==> src/rtl/fust_s_issue.sv <==
// fust_s_issue: issue end of the scalar FUST; clears wait tags on writeback, picks one ready
// row per cycle round-robin, and feeds the registered busy vector back to dispatch.
module fust_s_issue #(
  parameter int NUM_FU = 3,
  parameter int TAG_W  = 2,
  parameter int ROW_W  = 32
) (
  input  logic              CLK,
  input  logic              nRST,
  input  logic              en,
  input  logic [1:0]        fu,
  input  logic [ROW_W-1:0]  fust_row,
  input  logic [TAG_W-1:0]  t1,
  input  logic [TAG_W-1:0]  t2,
  input  logic              spec,
  input  logic              wb_valid,
  input  logic [TAG_W-1:0]  wb_tag,
  input  logic [NUM_FU-1:0] fu_ready,
  input  logic              flush,
  input  logic              resolved,
  output logic [NUM_FU-1:0] busy,
  output logic              issue_valid,
  output logic [1:0]        issue_fu,
  output logic [ROW_W-1:0]  issue_row,
  output logic              dispatch_err
);
  logic [ROW_W-1:0]  rows  [NUM_FU];
  logic [TAG_W-1:0]  t1_q  [NUM_FU];
  logic [TAG_W-1:0]  t2_q  [NUM_FU];
  logic [NUM_FU-1:0] spec_q, ready;
  logic [1:0]        rr_ptr, win;
  logic [3:0]        busy_pad;
  logic              hit, accept;

  function automatic logic [TAG_W-1:0] wake(input logic [TAG_W-1:0] t, input logic v,
                                            input logic [TAG_W-1:0] w);
    return (v && w != '0 && t == w) ? '0 : t;
  endfunction

  always_comb begin
    for (int i = 0; i < NUM_FU; i++)
      ready[i] = busy[i] && t1_q[i] == '0 && t2_q[i] == '0 && fu_ready[i];
  end

  // Walk downward so the last hit, i.e. the closest to rr_ptr, wins.
  always_comb begin
    hit = 1'b0;
    win = '0;
    for (int k = NUM_FU - 1; k >= 0; k--)
      if (ready[(int'(rr_ptr) + k) % NUM_FU]) begin
        hit = 1'b1;
        win = 2'((int'(rr_ptr) + k) % NUM_FU);
      end
  end

  assign issue_valid = hit && !flush;
  assign issue_fu    = issue_valid ? win : '0;
  assign issue_row   = issue_valid ? rows[win] : '0;
  assign busy_pad    = 4'(busy);
  assign accept      = en && fu != 2'd3 && (!busy_pad[fu] || (issue_valid && win == fu)) && !flush;

  always_ff @(posedge CLK or negedge nRST) begin
    if (!nRST) begin
      busy         <= '0;
      spec_q       <= '0;
      rr_ptr       <= '0;
      dispatch_err <= 1'b0;
      for (int i = 0; i < NUM_FU; i++) begin
        rows[i] <= '0;
        t1_q[i] <= '0;
        t2_q[i] <= '0;
      end
    end else begin
      dispatch_err <= en && !accept && !flush;
      if (issue_valid) rr_ptr <= (win == 2'(NUM_FU - 1)) ? '0 : win + 2'd1;
      for (int i = 0; i < NUM_FU; i++) begin
        if (accept && fu == 2'(i)) begin
          busy[i]   <= 1'b1;
          rows[i]   <= fust_row;
          spec_q[i] <= spec;
          t1_q[i]   <= wake(t1, wb_valid, wb_tag);
          t2_q[i]   <= wake(t2, wb_valid, wb_tag);
        end else if (flush && spec_q[i]) begin
          busy[i]   <= 1'b0;
          spec_q[i] <= 1'b0;
          t1_q[i]   <= '0;
          t2_q[i]   <= '0;
        end else begin
          if (issue_valid && win == 2'(i)) busy[i] <= 1'b0;
          if (resolved && !flush) spec_q[i] <= 1'b0;
          t1_q[i] <= wake(t1_q[i], wb_valid, wb_tag);
          t2_q[i] <= wake(t2_q[i], wb_valid, wb_tag);
        end
      end
    end
  end
endmodule

==> config.mk <==
export PLATFORM = sky130hd
export DESIGN_NAME = fust_s_issue
export DESIGN_NICKNAME = d
export VERILOG_FILES = /design/src/rtl/fust_s_issue.sv
export SDC_FILE = /design/constraint.sdc
export NUM_CORES = 1
export LEC_CHECK = 0
export ABC_AREA = 0
export BUFFER_PORTS_ARGS = -buffer_cell sky130_fd_sc_hd__clkbuf_2
export CELL_PAD_IN_SITES_DETAIL_PLACEMENT = 0
export CELL_PAD_IN_SITES_GLOBAL_PLACEMENT = 1
export CORE_UTILIZATION = 45
export DETAILED_ROUTE_END_ITERATION = 7
export PLACE_DENSITY_LB_ADDON = 0.25
export SLEW_MARGIN = 40
export SYNTH_ARGS = -nofsm -noshare
export SYNTH_HDL_FRONTEND = slang
export SYNTH_SLANG_ARGS = --single-unit
==> constraint.sdc <==
create_clock -name CLK -period 4.7 [get_ports CLK]
set_clock_uncertainty 0.2 [all_clocks]
set_input_delay 0.47 -clock CLK [delete_from_list [all_inputs] [get_ports CLK]]
set_output_delay 0.47 -clock CLK [all_outputs]
set_load 0.01 [all_outputs]
# == Word level (Yosys, flattened, before mapping) ==
# Cells that the tools add are included.
# word_totals
reg_bits,117
input_bits,50
out_inout_bits,39
wordCells,162
# op_classes
n_addsub,3
div,3
magnitude_cmp,5
n_eq_ne,14
muxes,59
n_bitwise,1
n_reduce_logical,60
# op_table
operator,n
"< comparator 32 x 4 -> 1 bit, second input constant",3
2-to-1 mux 32 bit,3
binary-select mux 32 bit (select 2 bit),1
"modulo 32 x 3 -> 32 bit, second input constant",2
2-to-1 mux 2 bit,25
nonzero test 3 bit,12
logical AND 1 bit,35
"modulo 3 x 3 -> 32 bit, second input constant",1
2-to-1 mux 1 bit,26
equality test 2 bit,9
logical NOT 2 bit,8
binary-select mux 1 bit (select 2 bit),4
"equality test 2 x 1 -> 1 bit, second input constant",2
"equality test 2 bit, second input constant",2
"adder 2 x 1 -> 3 bit, second input constant",1
"adder 2 x 2 -> 3 bit, second input constant",1
"greater-or-equal comparator 3 bit, second input constant",1
logical NOT 1 bit,3
"< comparator 2 x 3 -> 1 bit, second input constant",1
inverter 2 -> 3 bit,1
"adder 2 x 1 -> 2 bit, second input constant",1
"!= test 2 bit, second input constant",1
nonzero test 2 bit,1
logical OR 1 bit,1

# == Logic depth before layout (Yosys ltp) ==
# depth
depth_word,18
mapped_depth,10
mapped_depth_nobuf,9

# == Least setup slack after synthesis ==
# Ideal clock, no wire load.
# synth_path
path_kind,register to output
start,register t1_q[1] (netlist name)
end,output issue_row[10]
arrival_ps,2384
required_time_ps,4030
setup_slack_ps,1646
path_stages_with_launch,8
n_path_buf,2
path_cell_list,dfrtp_1 or4b_1 or2_1 a311oi_1 o21ai_1 clkbuf_1 clkbuf_1 a21oi_1
# synth_via
elab_chain_cells,15
elab_cells_between_ends,25
classes_between,19 x mux; 1 x bitwise; 5 x reduce/logical
# synth_rtl
item,line_no,rtl
"start, declared",28,logic [TAG_W-1:0] t1_q [NUM_FU];
"start signal, assigned by index",81,"t1_q[i] <= wake(t1, wb_valid, wb_tag);"
"start signal, assigned by index",91,"t1_q[i] <= wake(t1_q[i], wb_valid, wb_tag);"
logical NOT 2 bit (*),42,ready[i] = busy[i] && t1_q[i] == '0 && t2_q[i] == '0 && fu_ready[i];
logical AND 1 bit (*) (3 in series),42,
binary-select mux 1 bit (select 2 bit),50,if (ready[(int'(rr_ptr) + k) % NUM_FU]) begin
2-to-1 mux 1 bit (not written as such) (2 in series),50,
2-to-1 mux 2 bit (3 in series),50,
inverter 2 -> 3 bit (not written as such),58,assign issue_row = issue_valid ? rows[win] : '0;
binary-select mux 32 bit (select 2 bit),58,
2-to-1 mux 32 bit (not written as such) (2 in series),58,
2-to-1 mux 32 bit (*),58,
"end, declared",24,"output logic [ROW_W-1:0] issue_row,"
# Every way passes the cells marked *; elsewhere a longest branch is shown, timed or not. The select of a mux whose other input is x is not followed.

# == Final worst setup path ==
# layout_path
start,register t1_q[3] (netlist name)
end,output issue_row[28]
# The elaborated chain is that of the path after synthesis.

==> impl_metrics.ini <==
[clock_network]
cts_tree = built
clockBufferDepth = 2
cts_root_buffer = clkbuf_16
post_cts_buffers = 0
clock_sinks = 117
clock_latency_ps = 410
post_cts_resized = 0
numCtsBuffers = 17
clkTransAtPathRegs_ps = 50
htreeDepth = 4

[yosys]
synthDistinctLibCells = 49
syn_area_per_cell_um2 = 9.95
synthCells = 641
synth-seq-cells = 117
yosysSeqAreaShare = 0.459
ys_async_sr_fraction = 1.00
synth-edff-count = 0
yosysWarnings = 0
syn_nets = 693
ys.flop_type = dfrtp_1
synth_area_um2 = 6370

[power_and_ir_drop]
total_power_mw = 4.72
peakVddDrop_v = 0.000324
powerDensity_nw_per_um2 = 627
leakagePower_nw = 3.37

[critical_path]
worstSetupPathType = reg2out
reg2reg_depth = 8
reg2reg_from = t1_q[1]$_DFFE_PN0P_
critPathLaunchType = flip-flop
path_max_fanout = 25
worstSetupStartpoint = t1_q[3]$_DFFE_PN0P_
crit_arrival_ps = 3230
worst_setup_path_end_kind = output pin
worst_r2r_endpoint = rows[23]$_DFFE_PN0P_
critPathRequiredTime_ps = 4030
crit_end = issue_row[28]
r2r_slack_ps = 1130

[sta]
rsz0062_at_grt = no
final.setup.tns_ps = 0
max_freq_mhz = 257
slew_violations = 0
slew_headroom = 0.483
finalSetupViolCount = 0
final-hold-violation-count = 0
finalHoldWorstSlack_ps = 122
period_share = 0.829
layout_min_cycle_time_ps = 3900
worstMarginPinSlew_ps = 776

[placement]
dp_hpwl_um = 10500
gp_congestion = 0.907
io_buffers = 88

[final_layout]
final_nets = 755
finish.utilization = 0.544
fillers = 1287
drive_gt1_frac = 0.205
diodes = 0
areaGrowthSynthToFinish_pct = 17.9

[floorplan]
num_io_pins = 89
core_area_um2 = 13800
rows = 43
die_x_um = 121
dieHeight_um = 121
die_area_um2 = 14600
start_util = 0.461

[status]
status = completed

[flow_run]
drv_cap = 0

[hold_path]
hold_path_class = in2reg

[grt]
overflow = 0
grt_max_degree = 79
first_global_vias = 5573
grt_pass1_wl_um = 29000
grt_usage = 0.255
antenna_found_initial = 0

[routing]
post_drt_wl_per_cell_um = 19.6
totalWireLength_um = 17500
routed_via_density = 6.27
firstDrtPassIters = 5
route.detailed.drc = 0
vias = 5595
drtIter0Drc = 441
antenna_left = 0
-- per-layer routing --
| metal | up-vias | routed length, µm | track usage |
|---|---|---|---|
| met5 | - | 0 | 0 |
| met4 | 0 | 267 | 0.0965 |
| met3 | 24 | 820 | 0.0465 |
| met2 | 177 | 8480 | 0.405 |
| met1 | 2855 | 7960 | 0.346 |
| li1 | 2539 | - | - |
-- critical path, cell delays in order (launching register included) --
cell and delay [ps]:
dfrtp_1 400, nand2b_1 190, or4_1 520, a211o_1 300, nor2_4 590, buf_4 330
a22oi_1 110, a21oi_1 200, clkbuf_2 170
-- synth_stat cells (all sizes together), types with 7 or more instances --
cell    count  area share
nor2       12      0.0071
inv         7      0.0041
and3       34       0.033
clkbuf     48       0.028
nand3      37       0.029
nand2      49       0.029
nand4      33       0.032
dfrtp     117        0.46
o21ai      10      0.0078
xor2       17       0.023
o211ai     41       0.049
a21oi      72       0.057
buf        11       0.012
mux2i      11       0.017
a22oi      32       0.038
mux2       64        0.11
-- logic make-up after synthesis --
kind of cell,count (synthesis),share of synthesized area
adder cells (fa/ha/maj),2,0.00392
buffers and inverters,66,0.0444
XOR/XNOR,17,0.0234
flip-flops,117,0.459
AND/OR/NAND/NOR,188,0.154
multiplexers,75,0.130
AO/OA/AOI/OAI,176,0.184
-- where the power goes --
part           total [mW]  internal, mW  leakage (nW)  switching, mW
clock                1.23         0.798         0.281          0.431
combinational        1.78         0.684          1.74           1.09
sequential           1.71          1.43          1.35          0.278
total                4.72          2.92          3.37           1.80
-- cell usage in the layout (no fill, tap or decap), types with 4 or more instances in the layout --
master / count
mux2_1: 59
nand2b_1: 4
nand3_1: 37
inv_1: 6
clkbuf_8: 6
o211ai_1: 40
a32oi_1: 4
mux2i_1: 11
and3_1: 34
dfrtp_1: 117
o21ai_0: 5
xor2_1: 17
nand2_1: 48
nor2_1: 11
clkbuf_16: 17
buf_4: 13
mux2_2: 5
nand4_1: 33
a21oi_1: 71
clkbuf_2: 87
nor3_1: 4
o211a_1: 5
a22oi_1: 32
-- worst min path at each step --
stage | start | cells after the start | endpoint | slack [ps]
finish | fust_row[30] | 2 | rows[30]$_DFFE_PN0P_ | 120
global route | fust_row[1] | 2 | rows[1]$_DFFE_PN0P_ | 120
CTS | fust_row[30] | 2 | rows[30]$_DFFE_PN0P_ | 110
detailed placement | rows[30]$_DFFE_PN0P_ | 1 | rows[30]$_DFFE_PN0P_ | 280
global placement | rows[43]$_DFFE_PN0P_ | 1 | rows[43]$_DFFE_PN0P_ | 270
floorplan | nRST | 0 | busy[0]$_DFFE_PN0P_ | -30
-- timing repair --
item,4_1_cts,5_1_grt
setup endpoints to repair,0,0
hold buffers,1,0
endpoints found under the hold margin,77,0
-- per-stage QoR --
stage / instances / worst slack [ps] / cell area, µm²
2_1_floorplan: 641 / 1650 / 6370
3_3_place_gp: 863 / 1180 / 6930
3_5_place_dp: 863 / 1140 / 6940
4_1_cts: 893 / 678 / 7510
5_1_grt: 893 / 674 / 7520
6_report: 893 / 804 / 7520
-- flip-flops by register name, summed over array words and instances (netlist names) --
name	cells
rr_ptr	2
rows	96
dispatch_err	1
busy	3
t2_q	6
t1_q	6
spec_q	3
-- layout make-up --
| type | instances | area [µm²] | share of cell area |
|---|---|---|---|
| multi-input combinational | 458 | 3220 | 0.429 |
| sequential | 117 | 2930 | 0.389 |
| timing repair buffer | 102 | 554 | 0.0737 |
| clock buffer | 25 | 515 | 0.0686 |
| tap | 180 | 225 | 0.0300 |
| clock inverter | 4 | 45.0 | 0.00599 |
| inverter | 7 | 26.3 | 0.00350 |
Power figures use the tool's default switching activity.
